$ cat config.mk
export PLATFORM = sky130hd
export DESIGN_NAME = arcade_input_mapper
export DESIGN_NICKNAME = d
export VERILOG_FILES = /design/src/rtl/arcade_input_mapper.sv
export SDC_FILE = /design/constraint.sdc
export NUM_CORES = 1
export LEC_CHECK = 0
export ABC_AREA = 1
export ABC_CLOCK_PERIOD_IN_PS = 1570
export BUFFER_PORTS_ARGS = -buffer_cell sky130_fd_sc_hd__clkbuf_2
export CELL_PAD_IN_SITES_DETAIL_PLACEMENT = 0
export CELL_PAD_IN_SITES_GLOBAL_PLACEMENT = 2
export CORE_MARGIN = 5
export CORE_UTILIZATION = 28
export DETAILED_ROUTE_END_ITERATION = 8
export PLACE_DENSITY_LB_ADDON = 0.1
export RECOVER_POWER = 100
export SLEW_MARGIN = 20
export SYNTH_ARGS = -nofsm -noshare
export SYNTH_HDL_FRONTEND = slang
export SYNTH_SLANG_ARGS = --single-unit
$ cat constraint.sdc
create_clock -name clk_sys -period 1.57 [get_ports clk_sys]
set_input_delay 0.314 -clock clk_sys [delete_from_list [all_inputs] [get_ports clk_sys]]
set_output_delay 0.314 -clock clk_sys [all_outputs]
set_load 0.02 [all_outputs]
$ cat src/rtl/arcade_input_mapper.sv
// Maps MiSTer ps2_key events and hps_io joystick words onto active-low arcade controls for 1..4 players.
// Optional autofire on joystick bit10 is compiled in when ARCADE_INPUT_AUTOFIRE_EN is defined.
module arcade_input_mapper #(
  parameter int PLAYERS       = 2,
  parameter int BUTTONS       = 1,
  parameter int COIN_PULSE    = 983040,
  parameter int COIN_GAP      = 983040,
  parameter int AUTOFIRE_HALF = 1228800
) (
  input  logic                         clk_sys,
  input  logic                         I_RESETn,
  input  logic [10:0]                  ps2_key,
  input  logic [16*PLAYERS-1:0]        joystick,
  input  logic [1:0]                   rotate,
  input  logic                         start_coin,
  output logic [4*PLAYERS-1:0]         O_DIR,
  output logic [BUTTONS*PLAYERS-1:0]   O_BTN,
  output logic [PLAYERS-1:0]           O_START,
  output logic [PLAYERS-1:0]           O_COIN
);

  localparam int CNT_MAX = (COIN_PULSE > COIN_GAP) ? COIN_PULSE : COIN_GAP;
  localparam int CNT_W   = $clog2(CNT_MAX + 1);
  localparam logic [CNT_W-1:0] PULSE_LD = CNT_W'(COIN_PULSE - 1);
  localparam logic [CNT_W-1:0] GAP_LD   = CNT_W'(COIN_GAP - 1);
`ifdef ARCADE_INPUT_AUTOFIRE_EN
  localparam int AF_W = $clog2(AUTOFIRE_HALF + 1);
  localparam logic [AF_W-1:0] AF_LAST = AF_W'(AUTOFIRE_HALF - 1);
`endif

  typedef enum logic [1:0] {
    S_IDLE,
    S_PULSE,
    S_GAP
  } coin_state_t;

  // Input is {U,D,L,R}; output is the remapped {U,D,L,R}.
  function automatic logic [3:0] rot_dir(input logic [3:0] udlr, input logic [1:0] mode);
    logic [3:0] res;
    case (mode)
      2'd1:    res = {udlr[1], udlr[0], udlr[2], udlr[3]};
      2'd2:    res = {udlr[2], udlr[3], udlr[0], udlr[1]};
      2'd3:    res = {udlr[0], udlr[1], udlr[3], udlr[2]};
      default: res = udlr;
    endcase
    return res;
  endfunction

  logic       r_toggle;
  logic       w_evt;
  logic       w_map_vld;
  logic [1:0] w_map_p;
  logic [3:0] w_map_b;

  // Stage p0: ps2 event detection and key decode
  always_ff @(posedge clk_sys) begin
    r_toggle <= ps2_key[10];
  end

  assign w_evt = ps2_key[10] ^ r_toggle;

  // Key bit index follows the joystick layout: 0 R, 1 L, 2 D, 3 U, 4..7 fire, 8 start, 9 coin.
  always_comb begin
    w_map_vld = 1'b1;
    w_map_p   = 2'd0;
    w_map_b   = 4'd0;
    if (ps2_key[8]) begin
      case (ps2_key[7:0])
        8'h75:   w_map_b = 4'd3;
        8'h72:   w_map_b = 4'd2;
        8'h6B:   w_map_b = 4'd1;
        8'h74:   w_map_b = 4'd0;
        8'h14:   w_map_b = 4'd4;
        default: w_map_vld = 1'b0;
      endcase
    end else begin
      case (ps2_key[7:0])
        8'h29, 8'h14: w_map_b = 4'd4;
        8'h11:        w_map_b = 4'd5;
        8'h12:        w_map_b = 4'd6;
        8'h1A:        w_map_b = 4'd7;
        8'h05, 8'h16: w_map_b = 4'd8;
        8'h2E:        w_map_b = 4'd9;
        8'h2D:        begin w_map_p = 2'd1; w_map_b = 4'd3; end
        8'h2B:        begin w_map_p = 2'd1; w_map_b = 4'd2; end
        8'h23:        begin w_map_p = 2'd1; w_map_b = 4'd1; end
        8'h34:        begin w_map_p = 2'd1; w_map_b = 4'd0; end
        8'h1C:        begin w_map_p = 2'd1; w_map_b = 4'd4; end
        8'h1B:        begin w_map_p = 2'd1; w_map_b = 4'd5; end
        8'h15:        begin w_map_p = 2'd1; w_map_b = 4'd6; end
        8'h1D:        begin w_map_p = 2'd1; w_map_b = 4'd7; end
        8'h06, 8'h1E: begin w_map_p = 2'd1; w_map_b = 4'd8; end
        8'h36:        begin w_map_p = 2'd1; w_map_b = 4'd9; end
        8'h26:        begin w_map_p = 2'd2; w_map_b = 4'd8; end
        8'h3D:        begin w_map_p = 2'd2; w_map_b = 4'd9; end
        8'h25:        begin w_map_p = 2'd3; w_map_b = 4'd8; end
        8'h3E:        begin w_map_p = 2'd3; w_map_b = 4'd9; end
        default:      w_map_vld = 1'b0;
      endcase
    end
  end

  for (genvar p = 0; p < PLAYERS; p++) begin : g_pl
    logic [9:0]         r_key;
    logic [15:0]        w_joy;
    logic [9:0]         w_raw;
    logic [3:0]         w_fire;
    logic [3:0]         r_dir;
    logic [BUTTONS-1:0] r_btn;
    logic               r_start;
    logic               r_coin;
    coin_state_t        r_state, w_state_nxt;
    logic [CNT_W-1:0]   r_cnt, w_cnt_nxt;
    logic               r_pend, w_pend_nxt;
    logic               r_src_d;
    logic               w_src;
    logic               w_coin_evt;
    logic               w_unused;

    assign w_joy = joystick[16*p +: 16];

    // Stage p1: key state (players beyond PLAYERS have no register, so their keys vanish here)
    always_ff @(posedge clk_sys) begin
      if (!I_RESETn) begin
        r_key <= '0;
      end else if (w_evt && w_map_vld && (w_map_p == 2'(p))) begin
        r_key[w_map_b] <= ps2_key[9];
      end
    end

    assign w_raw = r_key | w_joy[9:0];

`ifdef ARCADE_INPUT_AUTOFIRE_EN
    logic            r_af_hold;
    logic            r_phase, w_phase_nxt;
    logic [AF_W-1:0] r_af_cnt, w_af_cnt_nxt;

    always_comb begin
      w_phase_nxt  = r_phase;
      w_af_cnt_nxt = r_af_cnt;
      if (!r_af_hold) begin
        w_phase_nxt  = 1'b0;
        w_af_cnt_nxt = '0;
      end else if (r_af_cnt == AF_LAST) begin
        w_phase_nxt  = ~r_phase;
        w_af_cnt_nxt = '0;
      end else begin
        w_af_cnt_nxt = r_af_cnt + AF_W'(1);
      end
    end

    always_ff @(posedge clk_sys) begin
      if (!I_RESETn) begin
        r_af_hold <= 1'b0;
        r_phase   <= 1'b0;
        r_af_cnt  <= '0;
      end else begin
        r_af_hold <= w_joy[10];
        if (w_joy[10]) begin
          r_phase  <= w_phase_nxt;
          r_af_cnt <= w_af_cnt_nxt;
        end
      end
    end

    // The phase that will hold after this edge drives fire0, so the first hold cycle is inactive.
    assign w_fire   = {w_raw[7:5], w_joy[10] ? (w_phase_nxt & w_raw[4]) : w_raw[4]};
    assign w_unused = ^{w_joy[15:11], w_fire};
`else
    assign w_fire   = w_raw[7:4];
    assign w_unused = ^{w_joy[15:10], w_fire};
`endif

    assign w_src      = w_raw[9] | (start_coin & w_raw[8]);
    assign w_coin_evt = w_src & ~r_src_d;

    always_comb begin
      w_state_nxt = r_state;
      w_cnt_nxt   = r_cnt;
      w_pend_nxt  = r_pend;
      case (r_state)
        S_IDLE: begin
          if (w_coin_evt) begin
            w_state_nxt = S_PULSE;
            w_cnt_nxt   = PULSE_LD;
          end
        end
        S_PULSE: begin
          w_pend_nxt = r_pend | w_coin_evt;
          if (r_cnt == '0) begin
            w_state_nxt = S_GAP;
            w_cnt_nxt   = GAP_LD;
          end else begin
            w_cnt_nxt = r_cnt - CNT_W'(1);
          end
        end
        S_GAP: begin
          if (r_cnt == '0) begin
            w_pend_nxt = 1'b0;
            if (r_pend || w_coin_evt) begin
              w_state_nxt = S_PULSE;
              w_cnt_nxt   = PULSE_LD;
            end else begin
              w_state_nxt = S_IDLE;
            end
          end else begin
            w_cnt_nxt  = r_cnt - CNT_W'(1);
            w_pend_nxt = r_pend | w_coin_evt;
          end
        end
        default: w_state_nxt = S_IDLE;
      endcase
    end

    always_ff @(posedge clk_sys) begin
      if (!I_RESETn) begin
        r_state <= S_IDLE;
        r_cnt   <= '0;
        r_pend  <= 1'b0;
        r_src_d <= 1'b0;
      end else begin
        r_state <= w_state_nxt;
        r_cnt   <= w_cnt_nxt;
        r_pend  <= w_pend_nxt;
        r_src_d <= w_src;
      end
    end

    // Stage p2: active-low output registers
    always_ff @(posedge clk_sys) begin
      if (!I_RESETn) begin
        r_dir   <= '1;
        r_btn   <= '1;
        r_start <= 1'b1;
        r_coin  <= 1'b1;
      end else begin
        r_dir   <= ~rot_dir(w_raw[3:0], rotate);
        r_btn   <= ~w_fire[BUTTONS-1:0];
        r_start <= ~w_raw[8];
        r_coin  <= (r_state != S_PULSE);
      end
    end

    assign O_DIR[4*p +: 4]             = r_dir;
    assign O_BTN[BUTTONS*p +: BUTTONS] = r_btn;
    assign O_START[p]                  = r_start;
    assign O_COIN[p]                   = r_coin;
  end

endmodule

==> flow_summary.yaml <==
timing:
  rsz0062_at_grt: "true"
  slew_violations: 0
  worst_pin_slew_ns: 0.617
  fin_crit_sh_pct: 112
  fin_skew_ns: 0.00705
  max_freq_mhz: 570
  maxSlewHeadroom_pct: 58.8
  period_minus_slack_ns: 1.75
  whs_ns: 0.116
  setup_ws_ns: -0.185
  setup_viol: 42
  hold_viol: 0
setup_path:
  reg2reg_from: "g_pl[1].r_cnt[17]$_SDFFE_PN0P_"
  cp.required_ns: 1.79
  startpoint_type: "flip-flop"
  worstPathCellList: "or2_4 -> nor3_2 -> nand4_1 -> nor2_2 -> nand2_2 -> nand2_4 -> inv_8 -> buf_12 -> o21ai_1 -> a21oi_1"
  cpPeakStageDelay_ns: 0.32
  arrival_ns: 1.98
  critPathSlowestCell: "dfxtp_2"
  path_max_fanout: 5
  worst_setup_path_end_kind: "flip-flop"
  path_class: "flip-flop to flip-flop"
  startpoint: "g_pl[1].r_cnt[17]$_SDFFE_PN0P_"
drt:
  viasPerCell: 4.79
  num_vias: 5576
  drc: 0
  finalWirelength_um: 16000
  firstDrtPassIters: 5
  drtIter0Drc: 171
  ant_nets: 0
  wl_per_cell_um: 13.8
yosys:
  syn_avg_cell_area_um2: 6.33
  yosysTopAreaCellShare_pct: 32.1
  yosysWarnings: 0
  synthCells: 759
  yosys.cell_types.count: 41
  synthFlopType: "dfxtp_1"
  synth_top_area_cell: "dfxtp_1"
  syn_nets: 820
  async_flop_share_pct: 0
  syn_area_mm2: 0.00480
  yosysSeqAreaShare_pct: 32.1
  synth_edf_count: 0
  synth.area.top_cells: "dfxtp_1 (32%), nand2_1 (14%), nor2_1 (9.5%)"
  ys_seq_elements: 77
cts:
  clock_sinks: 77
  htreeDepth: 3
  clk_pin_slew_ns: 0.06
  clk_latency_ns: 0.35
  cts_made_buffers: 9
  cts_max_path_buffers: 2
  cts_tree: "done"
  clock-root-buffer: "clkbuf_16"
power_and_ir_drop:
  peakVddDrop_v: 0.000736
  p_leak_nw: 3.37
  finalPower_mw: 13.0
  power.density_mw_per_mm2: 1720
place:
  gp_congestion: 0.833
  dpl_cell_area_mm2: 0.00629
  placed_cells: 1127
  dpl.hpwl_um: 11400
  io_buffers: 43
die:
  die_h_um: 141
  rows: 47
  die_w_um: 141
  io_pins: 62
  dieArea_mm2: 0.0199
  start_util_pct: 28.7
  core_mm2: 0.0167
cells_and_area:
  fin_nets: 1000
  stdcell_area_mm2: 0.00757
  drive_gt1_share_pct: 41.9
  instances_no_fill: 1164
  syn2layout_area_growth_pct: 57.6
  diodes: 0
  nFillCells: 1754
worst_hold_path:
  min_from: "ps2_key[10]"
  hold_path_class: "input pin to flip-flop"
status:
  violations: "negative setup slack"
  status: "finished, violations left"
grt:
  overflow: 0
  grt_first_pass_wirelength_um: 25900
  grt_pass1_vias: 5428
  grt_usage_pct: 15.8
  grt_max_degree: 41
  antenna_found_initial: 0
run:
  maxCapViolations: 0
[registers in the layout (all words and copies together), names as in the netlist]
name / flops
g_pl.r_coin: 2
g_pl.r_key: 14
g_pl.r_cnt: 40
r_toggle: 1
g_pl.r_src_d: 2
g_pl.r_start: 2
g_pl.r_state: 4
g_pl.r_pend: 2
g_pl.r_dir: 8
g_pl.r_btn: 2
[worst max-delay path: cells and delay by family (launching register included)]
kind	cells	cell delay, ns
buffers and inverters	2	0.21
AOI/OAI and AO/OA	2	0.17
and+or+nand+nor	6	0.95
DFF	1	0.32
[cells in the final DEF (no fill, tap or decap), types with 3 or more instances in the layout]
cell,netlist,layout
a21oi_1,68,60
a21oi_2,1,8
buf_12,0,6
buf_4,8,131
buf_6,2,13
buf_8,0,3
clkbuf_1,11,17
clkbuf_16,0,11
clkbuf_2,0,20
dfxtp_1,77,66
dfxtp_2,0,11
ha_1,13,10
inv_1,70,54
inv_2,3,12
inv_6,0,7
inv_8,0,4
nand2_1,179,137
nand2_2,6,36
nand2_4,1,10
nand2_8,0,3
nand3_1,44,32
nand3_2,1,13
nand4_1,19,19
nor2_1,121,77
nor2_2,7,28
nor2_4,3,28
nor3_1,12,6
nor3_2,0,6
o21ai_0,54,25
o21ai_1,1,9
o21ai_2,1,21
o221ai_1,4,4
o22ai_1,6,6
or2_2,7,6
xnor2_1,6,5
xor2_1,10,10
[worst paths after layout]
path / endpoint / slack [ns] / depth (start not counted)
min reg2reg: g_pl[0].r_btn$_SDFF_PN1_ / 0.46 / 1
min: r_toggle$_DFF_P_ / 0.12 / 1
max: g_pl[1].r_cnt[15]$_SDFFE_PN0P_ / -0.18 / 10
max reg2reg: g_pl[1].r_cnt[15]$_SDFFE_PN0P_ / -0.18 / 10
[cell families after synthesis]
kind of cell / Yosys count / synth area share [%]
AOI/OAI and AO/OA: 144 / 16.0
xor gates and xnor gates: 16 / 2.92
adders and majority gates: 13 / 3.39
buffers and inverters: 101 / 8.94
DFF: 77 / 32.1
and+or+nand+nor: 408 / 36.6
[timing repair]
action / in CTS / in global routing
hold buffers: 0 / 0
setup endpoints to repair: 58 / 58
pin swaps: 25 / 61
gates cloned: 5 / 2
gates resized for setup: 81 / 187
buffers inserted: 12 / 5
[metal layers]
| layer | global-route usage [%] | part of all wire (%) | vias to the layer above | wire length (um) |
|---|---|---|---|---|
| met5 | 0 | 0 | - | 0 |
| met4 | 4.03 | 1.1 | 0 | 172 |
| li1 | - | - | 2863 | - |
| met3 | 2.71 | 2.8 | 15 | 443 |
| met2 | 27.9 | 50 | 89 | 7960 |
| met1 | 20.0 | 46 | 2609 | 7450 |
[cells in the mapped netlist, drive strengths merged, types with 2 or more instances]
cell type / n
a211oi: 2
a21oi: 69
a31oi: 4
and2: 2
buf: 16
clkbuf: 11
dfxtp: 77
ha: 13
inv: 73
nand2: 186
nand3: 45
nand4: 19
nor2: 131
nor3: 12
nor4: 2
o21ai: 56
o221ai: 4
o22ai: 6
or2: 8
xnor2: 6
xor2: 10
[power breakdown]
| group | internal (mW) | switching (mW) |
|---|---|---|
| Combinational | 3.84 | 4.18 |
| Clock | 1.12 | 0.988 |
| Sequential | 2.52 | 0.380 |
| Total | 7.48 | 5.55 |
[final cells by class]
type	instances	area [um2]	area share, %
clock buffer	9	225	2.98
clock inverter	7	63.8	0.843
inverter	74	327	4.32
multi-input combinational	583	3560	47.0
sequential	77	1560	20.6
tap	220	275	3.64
timing repair buffer	194	1560	20.7
[through the flow]
step	utilization [%]	setup TNS (ns)	worst slack, ns
6_report	45.3	-5.54	-0.185
4_1_cts	41.6	-6.02	-0.224
2_1_floorplan	-	-0.216	-0.0366
3_3_place_gp	37.7	-16.09	-0.446
5_1_grt	45.3	-11.43	-0.319
3_5_place_dp	37.7	-17.67	-0.506
Power figures use the tool's default switching activity.
